## config.mk

```make
export PLATFORM = sky130hd
export DESIGN_NAME = pipe_adder
export DESIGN_NICKNAME = d
export VERILOG_FILES = /design/src/rtl/pipe_adder.sv
export SDC_FILE = /design/constraint.sdc
export NUM_CORES = 1
export LEC_CHECK = 0
export ABC_CLOCK_PERIOD_IN_PS = 8140
export CAP_MARGIN = 20
export CORE_AREA = 2 2 153 80
export DETAILED_ROUTE_END_ITERATION = 16
export DIE_AREA = 0 0 155 82
export HOLD_SLACK_MARGIN = 0.05
export PLACE_DENSITY = 0.58
export SLEW_MARGIN = 30
export SYNTH_ARGS = -nofsm -noshare
export SYNTH_HDL_FRONTEND = slang
export SYNTH_SLANG_ARGS = --single-unit
```

## constraint.sdc

```tcl
create_clock -name clk -period 8.14 [get_ports clk]
set_input_delay 2.035 -clock clk [delete_from_list [all_inputs] [get_ports clk]]
set_output_delay 2.035 -clock clk [all_outputs]
set_load 0.005 [all_outputs]
```

## src/rtl/pipe_adder.sv

```systemverilog
// Pipelined ripple-carry adder/subtractor: one SEG_W-bit segment per stage, operands skewed in, sums deskewed out.
// Optional signed saturation of the final result when PIPE_ADDER_SAT_EN is defined.
module pipe_adder #(
    parameter int WIDTH = 16,
    parameter int SEG_W = 4
) (
    input  logic             clk,
    input  logic             rst,
    input  logic             in_valid,
    output logic             in_ready,
    input  logic [WIDTH-1:0] A,
    input  logic [WIDTH-1:0] B,
    input  logic             Cin,
    input  logic             Sub,
    output logic             out_valid,
    input  logic             out_ready,
    output logic [WIDTH-1:0] Sum,
    output logic             Cout,
    output logic             Ovf
);

    localparam int NSTG = WIDTH / SEG_W;

    if (SEG_W < 1 || WIDTH % SEG_W != 0) begin : g_bad_cfg
        $error("pipe_adder: WIDTH (%0d) must be a positive multiple of SEG_W (%0d)", WIDTH, SEG_W);
    end

    function automatic logic [1:0] fa(input logic a, input logic b, input logic c);
        return {(a & b) | (a & c) | (b & c), a ^ b ^ c};
    endfunction

    function automatic logic [SEG_W:0] seg_add(input logic [SEG_W-1:0] a,
                                                input logic [SEG_W-1:0] b,
                                                input logic             ci);
        logic             c;
        logic [SEG_W-1:0] s;
        logic [1:0]       f;
        c = ci;
        s = '0;
        for (int i = 0; i < SEG_W; i++) begin
            f    = fa(a[i], b[i], c);
            s[i] = f[0];
            c    = f[1];
        end
        return {c, s};
    endfunction

`ifdef PIPE_ADDER_SAT_EN
    function automatic logic [WIDTH-1:0] sat_sum(input logic [WIDTH-1:0] s,
                                                 input logic             ovf,
                                                 input logic             a_msb);
        if (!ovf)
            return s;
        return a_msb ? {1'b1, {(WIDTH-1){1'b0}}} : {1'b0, {(WIDTH-1){1'b1}}};
    endfunction
`endif

    logic w_stall;
    assign w_stall  = out_valid & ~out_ready;
    assign in_ready = ~w_stall;

    for (genvar k = 0; k < NSTG; k++) begin : g_stg
        localparam int LO = k * SEG_W;
        localparam int HI = (k + 1) * SEG_W;

        logic [WIDTH-LO-1:0] w_a_rem;
        logic [WIDTH-LO-1:0] w_b_rem;
        logic                w_ci;
        logic                w_vin;
        logic [SEG_W:0]      w_res;
        logic [HI-1:0]       w_sum_raw;
        logic [HI-1:0]       w_sum_nxt;
        logic                r_vld;
        logic                r_cy;
        logic [HI-1:0]       r_sum;

        // Entry stage conditions B and the carry for subtract; later stages take the skewed operands.
        if (k == 0) begin : g_entry
            assign w_a_rem   = A;
            assign w_b_rem   = B ^ {WIDTH{Sub}};
            assign w_ci      = Cin ^ Sub;
            assign w_vin     = in_valid;
            assign w_sum_raw = w_res[SEG_W-1:0];
        end else begin : g_link
            assign w_a_rem   = g_stg[k-1].g_fwd.r_a_up;
            assign w_b_rem   = g_stg[k-1].g_fwd.r_b_up;
            assign w_ci      = g_stg[k-1].r_cy;
            assign w_vin     = g_stg[k-1].r_vld;
            assign w_sum_raw = {w_res[SEG_W-1:0], g_stg[k-1].r_sum};
        end

        assign w_res = seg_add(w_a_rem[SEG_W-1:0], w_b_rem[SEG_W-1:0], w_ci);

        always_ff @(posedge clk or posedge rst) begin
            if (rst) begin
                r_vld <= 1'b0;
                r_cy  <= 1'b0;
                r_sum <= '0;
            end else if (!w_stall) begin
                r_vld <= w_vin;
                r_cy  <= w_res[SEG_W];
                r_sum <= w_sum_nxt;
            end
        end

        if (k < NSTG - 1) begin : g_fwd
            logic [WIDTH-HI-1:0] r_a_up;
            logic [WIDTH-HI-1:0] r_b_up;

            assign w_sum_nxt = w_sum_raw;

            always_ff @(posedge clk or posedge rst) begin
                if (rst) begin
                    r_a_up <= '0;
                    r_b_up <= '0;
                end else if (!w_stall) begin
                    r_a_up <= w_a_rem[WIDTH-LO-1:SEG_W];
                    r_b_up <= w_b_rem[WIDTH-LO-1:SEG_W];
                end
            end
        end else begin : g_last
            logic w_ovf;
            logic r_ovf;

            // Carry into the MSB is recovered from the MSB sum bit: c_in = s ^ a ^ b.
            assign w_ovf = w_res[SEG_W] ^ w_res[SEG_W-1] ^ w_a_rem[SEG_W-1] ^ w_b_rem[SEG_W-1];
`ifdef PIPE_ADDER_SAT_EN
            assign w_sum_nxt = sat_sum(w_sum_raw, w_ovf, w_a_rem[SEG_W-1]);
`else
            assign w_sum_nxt = w_sum_raw;
`endif

            always_ff @(posedge clk or posedge rst) begin
                if (rst)
                    r_ovf <= 1'b0;
                else if (!w_stall)
                    r_ovf <= w_ovf;
            end
        end
    end

    assign out_valid = g_stg[NSTG-1].r_vld;
    assign Sum       = g_stg[NSTG-1].r_sum;
    assign Cout      = g_stg[NSTG-1].r_cy;
    assign Ovf       = g_stg[NSTG-1].g_last.r_ovf;

endmodule

```

# Yosys cells after proc, flatten, opt, wreduce, memory -nomap -nowiden
# Cells that the tools add are included.
[word_totals]
elab_cells = 139
ff_bits = 97
[op_classes]
bitwise = 120
[op_table]
columns = ["op", "n"]
rows = [
  ["$and 1x1->1", 49],
  ["$xor 1x1->1", 36],
  ["$or 1x1->1", 32],
  ["$xor 16x16->16", 1],
  ["$not 1->1", 2],
]

# Longest topological paths before layout
# Gate-level depths: netlist of the first run.
[depth]
word_depth = 15
ltp_mapped = 9

# Worst setup path before layout of the first run
# No wires, ideal clock.
[synth_path]
path_type = "input-to-output"
from = "in out_ready"
to = "out in_ready"
t_arrival_ns = 2.801
cell_stages = 6
required_ns = 6.105
setup_slack_ns = 3.304
cell_sequence = "buf_6 nand2b_4 buf_6 buf_6 buf_6 buf_6"
[synth_via]
elab_chain_cells = 3
[synth_rtl]
columns = ["element", "line_no", "text"]
rows = [
  ["start, declared", "16", "input logic out_ready,"],
  ["$not 1->1", "59", "assign w_stall = out_valid & ~out_ready;"],
  ["$and 1x1->1", "59", ""],
  ["$not 1->1", "60", "assign in_ready = ~w_stall;"],
  ["end, declared", "10", "output logic in_ready,"],
]
# No other way between the ends.

# Worst setup path in the final report of the first run
# Same ends and word-level chain as after synthesis.

==> results by group, run 1 <==
Floorplanning
  • I/O Pins: 58
  • FP Rows: 28
  • Core ar.: ~11000 µm²
  • DIE HEIGHT: 82 µm
  • DIE AREA: 12710 µm²
  • Die Span X: between 150 and 200 µm
  • Initial Util: a little under two fifths

Layout
  • # diodes: 0
  • Ratio of cells with drive above 1 in the final layout: 30.38%
  • Synth-to-layout area growth: 23.20%
  • Most frequent cells in the layout: dfrtp_1, mux2_2, clkdlybuf4s50_1, inv_1, fa_1
  • Commonest non-fill, non-tap cell in the layout: dfrtp_1
  • Nets: 389

Place
  • RePlAce Congestion: 0.7134
  • Port buffer count: 57
  • Post-DP HPWL: 4798 µm
  • Setup WS pre-CTS: 2.207 ns

Clocking
  • CTS clk-pin slew, worst paths: 0.06 ns
  • TritonCTS Buffers: 9
  • CTS tree: yes
  • Resized Gates After CTS: 0
  • CTS sink count: 97
  • H-tree level count: 3
  • Post-CTS Hold Buffers: 0
  • Root buffer cell: clkbuf_16
  • Post-CTS Setup Inserts: 0
  • CTS Buffer Depth: 2
  • Skew-Pair Late Insertion Delay: 0.34 ns

Synthesis
  • Sequential area share after synthesis: between 50% and 60%
  • Post-synthesis average cell area: between 15 and 20 µm²
  • Dominant synthesized flop cell: dfrtp_1
  • Post-Syn Nets: 332
  • Synth Instances: approximately 280
  • Netlist cell types: 14
  • Share of flip-flops with an asynchronous set or reset: 100.0%
  • Yosys warns: 0
  • Number of synthesized flops with an enable pin: 0
  • Yosys reg bits: 97
  • Post-Synthesis Cell Area: roughly 4200 µm²

GRT
  • Total track usage: about an eighth
  • Congestion Overflow GR: 0
  • First-pass GRT wire length: between 10000 and 15000 µm
  • Grt met2 use: 17.16%
  • Met1 Track Usage GR: 18.34%
  • Busiest metal layer after global routing: met1
  • Initial antenna violation count: 0
  • Largest net degree at the start of global routing: 80
  • Vias in the first global route: 2326
  • Met3 usage: under 10%

Worst setup path
  • CP endpoint kind: output pin
  • Kind of critical path: input pin to output pin
  • CP Launch Type: input pin
  • Worst Path Required: 6.11 ns
  • Worst path arrival time: 3.90 ns
  • CP Max Fanout: 38

Timing
  • Achievable clock frequency: about 0.17 GHz
  • Fin Clk Skew: around 0.0047 ns
  • Final number of setup-violating endpoints: 0
  • Hold Vio Cnt, Final: 0
  • Final worst slack: 2.205 ns
  • RSZ-0062 raised after global routing: no
  • Fin crit period: a little under 6 ns
  • Fin. max-slew vios: 0
  • Fin crit share: 72.91%
  • Slew HR: 47.71%
  • Setup TNS Final: 0 ns
  • Slew @ Worst Pin: just under 0.8 ns

Job
  • Max-cap violation count: 0

Route
  • Vias per cell: 4.530
  • Post-DRT Antenna Nets: 0
  • Routed wire length: 7052 µm
  • Starting DRT DRC Count: 153
  • Via count: 2215
  • Residual DRC: 0
  • First drt pass iteration count: 4
  • DR WL/cell: 14.42 µm

Hold path
  • Hold Crit Class: flop to flop

Power and ir drop
  • Peak supply drop: 0.1268 mV
  • Leakage: 2.232 nW
  • Pwr dens: around 360 nW/µm²

Run status
  • Status: complete, no violations
-- power breakdown --
group	internal, W	switching [W]
Combinational	0.000397	0.000237
Sequential	0.000701	0.000123
Clock	0.000245	0.000176
Total	0.00134	0.000536
-- cell type report --
class / instances / area [µm²]
well taps: 150 / 187.7
clock buffers: 11 / 242.7
repair buffers: 60 / 596.8
flip-flops and latches: 97 / 2427
fillers: 1020 / 6233
inverters: 24 / 92.59
multi-input cells: 142 / 1620
clock inverters: 5 / 55.05
-- routing by layer --
layer,vias up,share of wire (%)
met4,0,0.95
met5,-,0
met2,47,40
met1,1127,54
li1,1034,-
met3,7,5.4
-- stage by stage --
stage	util (%)	std cells	total power [W]	hold slack, ns	area (µm²)
after floorplan	-	277	0.001250	0.4305	4239
after global placement	42.96	473	0.001462	0.4531	4921
after detailed placement	42.99	473	0.001490	0.4476	4925
after CTS	45.59	489	0.001917	0.4625	5223
after global routing	45.59	489	0.002025	0.4970	5223
final	45.59	489	0.001879	0.4609	5223
-- final timing paths --
check | start | end | slack (ns) | cells past startpoint
min in group asynchronous | rst | g_stg[0].r_sum[0]$_DFFE_PP0N_ | 1.99 | 2
hold / removal | g_stg[2].r_vld$_DFFE_PP0N_ | out_valid$_DFFE_PP0N_ | 0.46 | 1
setup / recovery | out_ready | in_ready | 2.21 | 3
max in group asynchronous | rst | g_stg[1].g_fwd.r_a_up[6]$_DFFE_PP0N_ | 5.19 | 3
hold reg to reg | g_stg[2].r_vld$_DFFE_PP0N_ | out_valid$_DFFE_PP0N_ | 0.46 | 1
setup reg to reg | g_stg[2].r_cy$_DFFE_PP0N_ | Ovf$_DFFE_PP0N_ | 5.68 | 8
-- cell usage after synthesis (4+ instances only) --
cell type	instances	share of area, %
xnor2_1	6	1.2
dfrtp_1	97	57
mux2_4	4	1.4
inv_1	24	2.1
nor3b_1	9	1.6
buf_6	5	1.3
mux2i_1	4	0.94
buf_2	9	1.1
mux2_2	79	21
fa_1	17	8.0
xor2_1	12	2.5
a21oi_1	9	1.1
-- logic make-up (layout without fill, tap and decap cells) --
group | after synthesis | in the layout | synth area share, %
AO/OA/AOI/OAI | 9 | 9 | 1.062
AND/OR/NAND/NOR | 11 | 11 | 2.066
XOR/XNOR | 18 | 18 | 3.719
adder cells (fa/ha/maj) | 17 | 17 | 8.028
multiplexers | 87 | 87 | 23.35
buffers and inverters | 38 | 100 | 4.516
flip-flops | 97 | 97 | 57.26
-- critical path: stages --
cell	delay, ns
clkdlybuf4s50_1	0.72
nand2b_4	0.54
clkdlybuf4s50_1	0.60
-- registers in the layout (all words and copies together) (netlist names), 3 cells and up --
name / cells
Sum: 16
g_stg.g_fwd.r_a_up: 24
g_stg.g_fwd.r_b_up: 24
g_stg.r_cy: 3
g_stg.r_sum: 24
g_stg.r_vld: 3
Power figures use the tool's default switching activity.
==> inputs of run 2 (changes only) <==
Settings changed: ABC_CLOCK_PERIOD_IN_PS 8140 to 6090.
Clock period 8.14 ns to 6.09 ns, I/O delays scaled along.
==> run 2 against run 1 <==
  * Critical path depth is the same
  * Clock skew grew 0.0028 ns
  * Sequential power grew 35%
  * Cell area shrank 0.36%
  * Register-to-register slack lost 2.1 ns
  * Final cell count is the same
  * Clock power grew 25%
  * Routed wire length grew 3.3%
==> results by group, run 2 (synthesized netlist as in run 1, its figures left out) <==
Timing
  • Fin crit share: between 70% and 80%
  • Slew HR: 37.30% (-10 points)
  • Setup TNS Final: 0 ns (unchanged)
  • Final worst slack: 1.303 ns (-0.9021 ns)
  • Fin. max-slew vios: 0 (unchanged)
  • Slew @ Worst Pin: 0.9405 ns (+0.1562 ns)
  • Achievable clock frequency: 0.2089 GHz
  • Fin crit period: between 4 and 5 ns
  • Hold Vio Cnt, Final: 0 (unchanged)
  • Fin Clk Skew: 0.007496 ns (+0.002806 ns)
  • RSZ-0062 raised after global routing: no
  • Final number of setup-violating endpoints: 0 (unchanged)

Clocking
  • TritonCTS Buffers: 9 (unchanged)
  • H-tree level count: 3 (unchanged)
  • CTS clk-pin slew, worst paths: 0.06 ns (about the same)
  • CTS tree: yes
  • Skew-Pair Late Insertion Delay: 0.34 ns (about the same)
  • CTS Buffer Depth: 2 (unchanged)
  • CTS sink count: 97 (unchanged)
  • Post-CTS Setup Inserts: 0 (unchanged)
  • Resized Gates After CTS: 0 (unchanged)
  • Root buffer cell: clkbuf_16
  • Post-CTS Hold Buffers: 0 (unchanged)

Worst setup path
  • Worst Path Required: 4.57 ns (-1.54 ns)
  • CP startpoint: out_ready
  • Reg-to-Reg End: Ovf$_DFFE_PP0N_
  • Crit path cell chain: clkdlybuf4s50_1 -> nand2b_4 -> clkdlybuf4s50_1
  • Most numerous cell on the critical path: clkdlybuf4s50_1
  • Crit path to: in_ready
  • CP Max Fanout: 25 (-34%)
  • Kind of critical path: input pin to output pin
  • Slowest cell on crit path: clkdlybuf4s50_1
  • Crit path max-delay family: buffers and inverters
  • R2R depth: 8 (unchanged)
  • Max incr delay on CP: 0.72 ns (about the same)
  • CP endpoint kind: output pin
  • Critical path buffer and inverter count: 2 (unchanged)
  • CP Launch Type: input pin
  • Worst flop-to-flop path startpoint: g_stg[2].g_fwd.r_a_up[0]$_DFFE_PP0N_
  • R2R Setup Slk: 3.63 ns (-2.05 ns)
  • Cell depth of the worst setup path: 3 (unchanged)
  • Worst path arrival time: 3.26 ns (-0.64 ns)

GRT
  • Largest net degree at the start of global routing: 75 (-6.3%)
  • Congestion Overflow GR: 0 (unchanged)
  • First-pass GRT wire length: 12010 µm (+0.12%)
  • Total track usage: 12.59% (+0.024 points)
  • Vias in the first global route: 2298 (-1.2%)
  • Initial antenna violation count: 0 (unchanged)

Floorplanning
  • FP Rows: 28 (unchanged)
  • DIE AREA: 12710 µm² (unchanged)
  • Initial Util: 37.00% (unchanged)
  • I/O Pins: 58 (unchanged)
  • DIE HEIGHT: 82 µm (unchanged)
  • Core ar.: 11460 µm² (unchanged)
  • Die Span X: 155 µm (unchanged)

Layout
  • Top Registers: g_stg.g_fwd.r_a_up: 24 flops, g_stg.g_fwd.r_b_up: 24 flops, g_stg.r_sum: 24 flops
  • Finished Core Util: 45.42% (-0.16 points)
  • Fill cells: 1028 (+0.78%)
  • Synth-to-layout area growth: 22.76%
  • Most frequent cells in the layout: dfrtp_1, mux2_2, clkdlybuf4s50_1, inv_1, fa_1
  • # diodes: 0 (unchanged)
  • Nets: 389 (unchanged)
  • Commonest non-fill, non-tap cell in the layout: dfrtp_1
  • Ratio of cells with drive above 1 in the final layout: 30.38% (unchanged)

Route
  • First drt pass iteration count: 4 (unchanged)
  • Starting DRT DRC Count: 146 (-4.6%)
  • DR WL/cell: 14.90 µm (+3.3%)
  • Routed wire length: 7286 µm (+3.3%)
  • Via count: 2221 (+0.27%)
  • Residual DRC: 0 (unchanged)
  • Post-DRT Antenna Nets: 0 (unchanged)
  • Vias per cell: 4.542 (+0.27%)

Hold path
  • Hold Crit Class: flop to flop
  • Hold depth: 1 (unchanged)

Place
  • Port buffer count: 57 (unchanged)
  • Setup WS pre-CTS: 1.289 ns (-0.9184 ns)
  • Post-DP HPWL: 5102 µm (+6.3%)
  • RePlAce Congestion: 0.7436 (+4.2%)

Run status
  • Status: complete, no violations

Job
  • Max-cap violation count: 0 (unchanged)

Power and ir drop
  • Pwr dens: 478.0 nW/µm² (+33%)
  • Peak supply drop: 0.1532 mV (+21%)
  • Leakage: 2.228 nW (-0.17%)
run 2: cell types whose count changed in the layout (fill, tap and decap cells not counted):
| cell | change |
|---|---|
| buf_4 | +1 |
| buf_6 | -1 |
| bufinv_16 | -1 |
| clkbuf_8 | +1 |
| clkinvlp_4 | -1 |
| inv_6 | +1 |
run 2: layout make-up:
type / count / area, µm² / share of cell area (%)
Sequential cell: 97 / 2427 / 46.65
Clock buffer: 12 / 256.5 / 4.929
Inverter: 24 / 92.59 / 1.779
Tap cell: 150 / 187.7 / 3.607
Timing Repair Buffer: 60 / 593.1 / 11.40
Clock inverter: 4 / 26.28 / 0.5049
Multi-Input combinational cell: 142 / 1620 / 31.14
run 2: worst min-delay path by stage:
stage / slack [ns] / endpoint / startpoint
floorplan: 0.43 / out_valid$_DFFE_PP0N_ / g_stg[2].r_vld$_DFFE_PP0N_
global placement: 0.47 / out_valid$_DFFE_PP0N_ / g_stg[2].r_vld$_DFFE_PP0N_
detailed placement: 0.47 / out_valid$_DFFE_PP0N_ / g_stg[2].r_vld$_DFFE_PP0N_
CTS: 0.50 / out_valid$_DFFE_PP0N_ / g_stg[2].r_vld$_DFFE_PP0N_
global route: 0.52 / g_stg[0].g_fwd.r_b_up[5]$_DFFE_PP0N_ / g_stg[0].g_fwd.r_b_up[5]$_DFFE_PP0N_
finish: 0.50 / out_valid$_DFFE_PP0N_ / g_stg[2].r_vld$_DFFE_PP0N_
run 2: metrics by stage:
step           area (µm²)  hold WS, ns  std cells  total power (W)
2_1_floorplan        4239       0.4305        277         0.001671
3_3_place_gp         4921       0.4693        473         0.001957
3_5_place_dp         4921       0.4744        473         0.001991
4_1_cts              5204       0.4951        489         0.002539
5_1_grt              5204       0.5181        489         0.002682
6_report             5204       0.4975        489         0.002487
run 2: power by group:
group / internal (W) / total, W / leakage [nW] / switching (W)
Sequential: 0.000937 / 0.00111 / 1.12 / 0.000171
Clock: 0.000299 / 0.000528 / 0.139 / 0.000229
Combinational: 0.000532 / 0.000851 / 0.969 / 0.000319
Total: 0.00177 / 0.00249 / 2.23 / 0.000719
run 2: per-layer routing:
metal	global-route usage (%)	up-vias	share of wire, %	wire [µm]
met1	18.75	1115	53	3880
met4	3.333	0	1.1	77
met5	0	-	0	0
met2	16.84	58	40	2902
met3	4.855	11	5.8	426
li1	-	1037	-	-
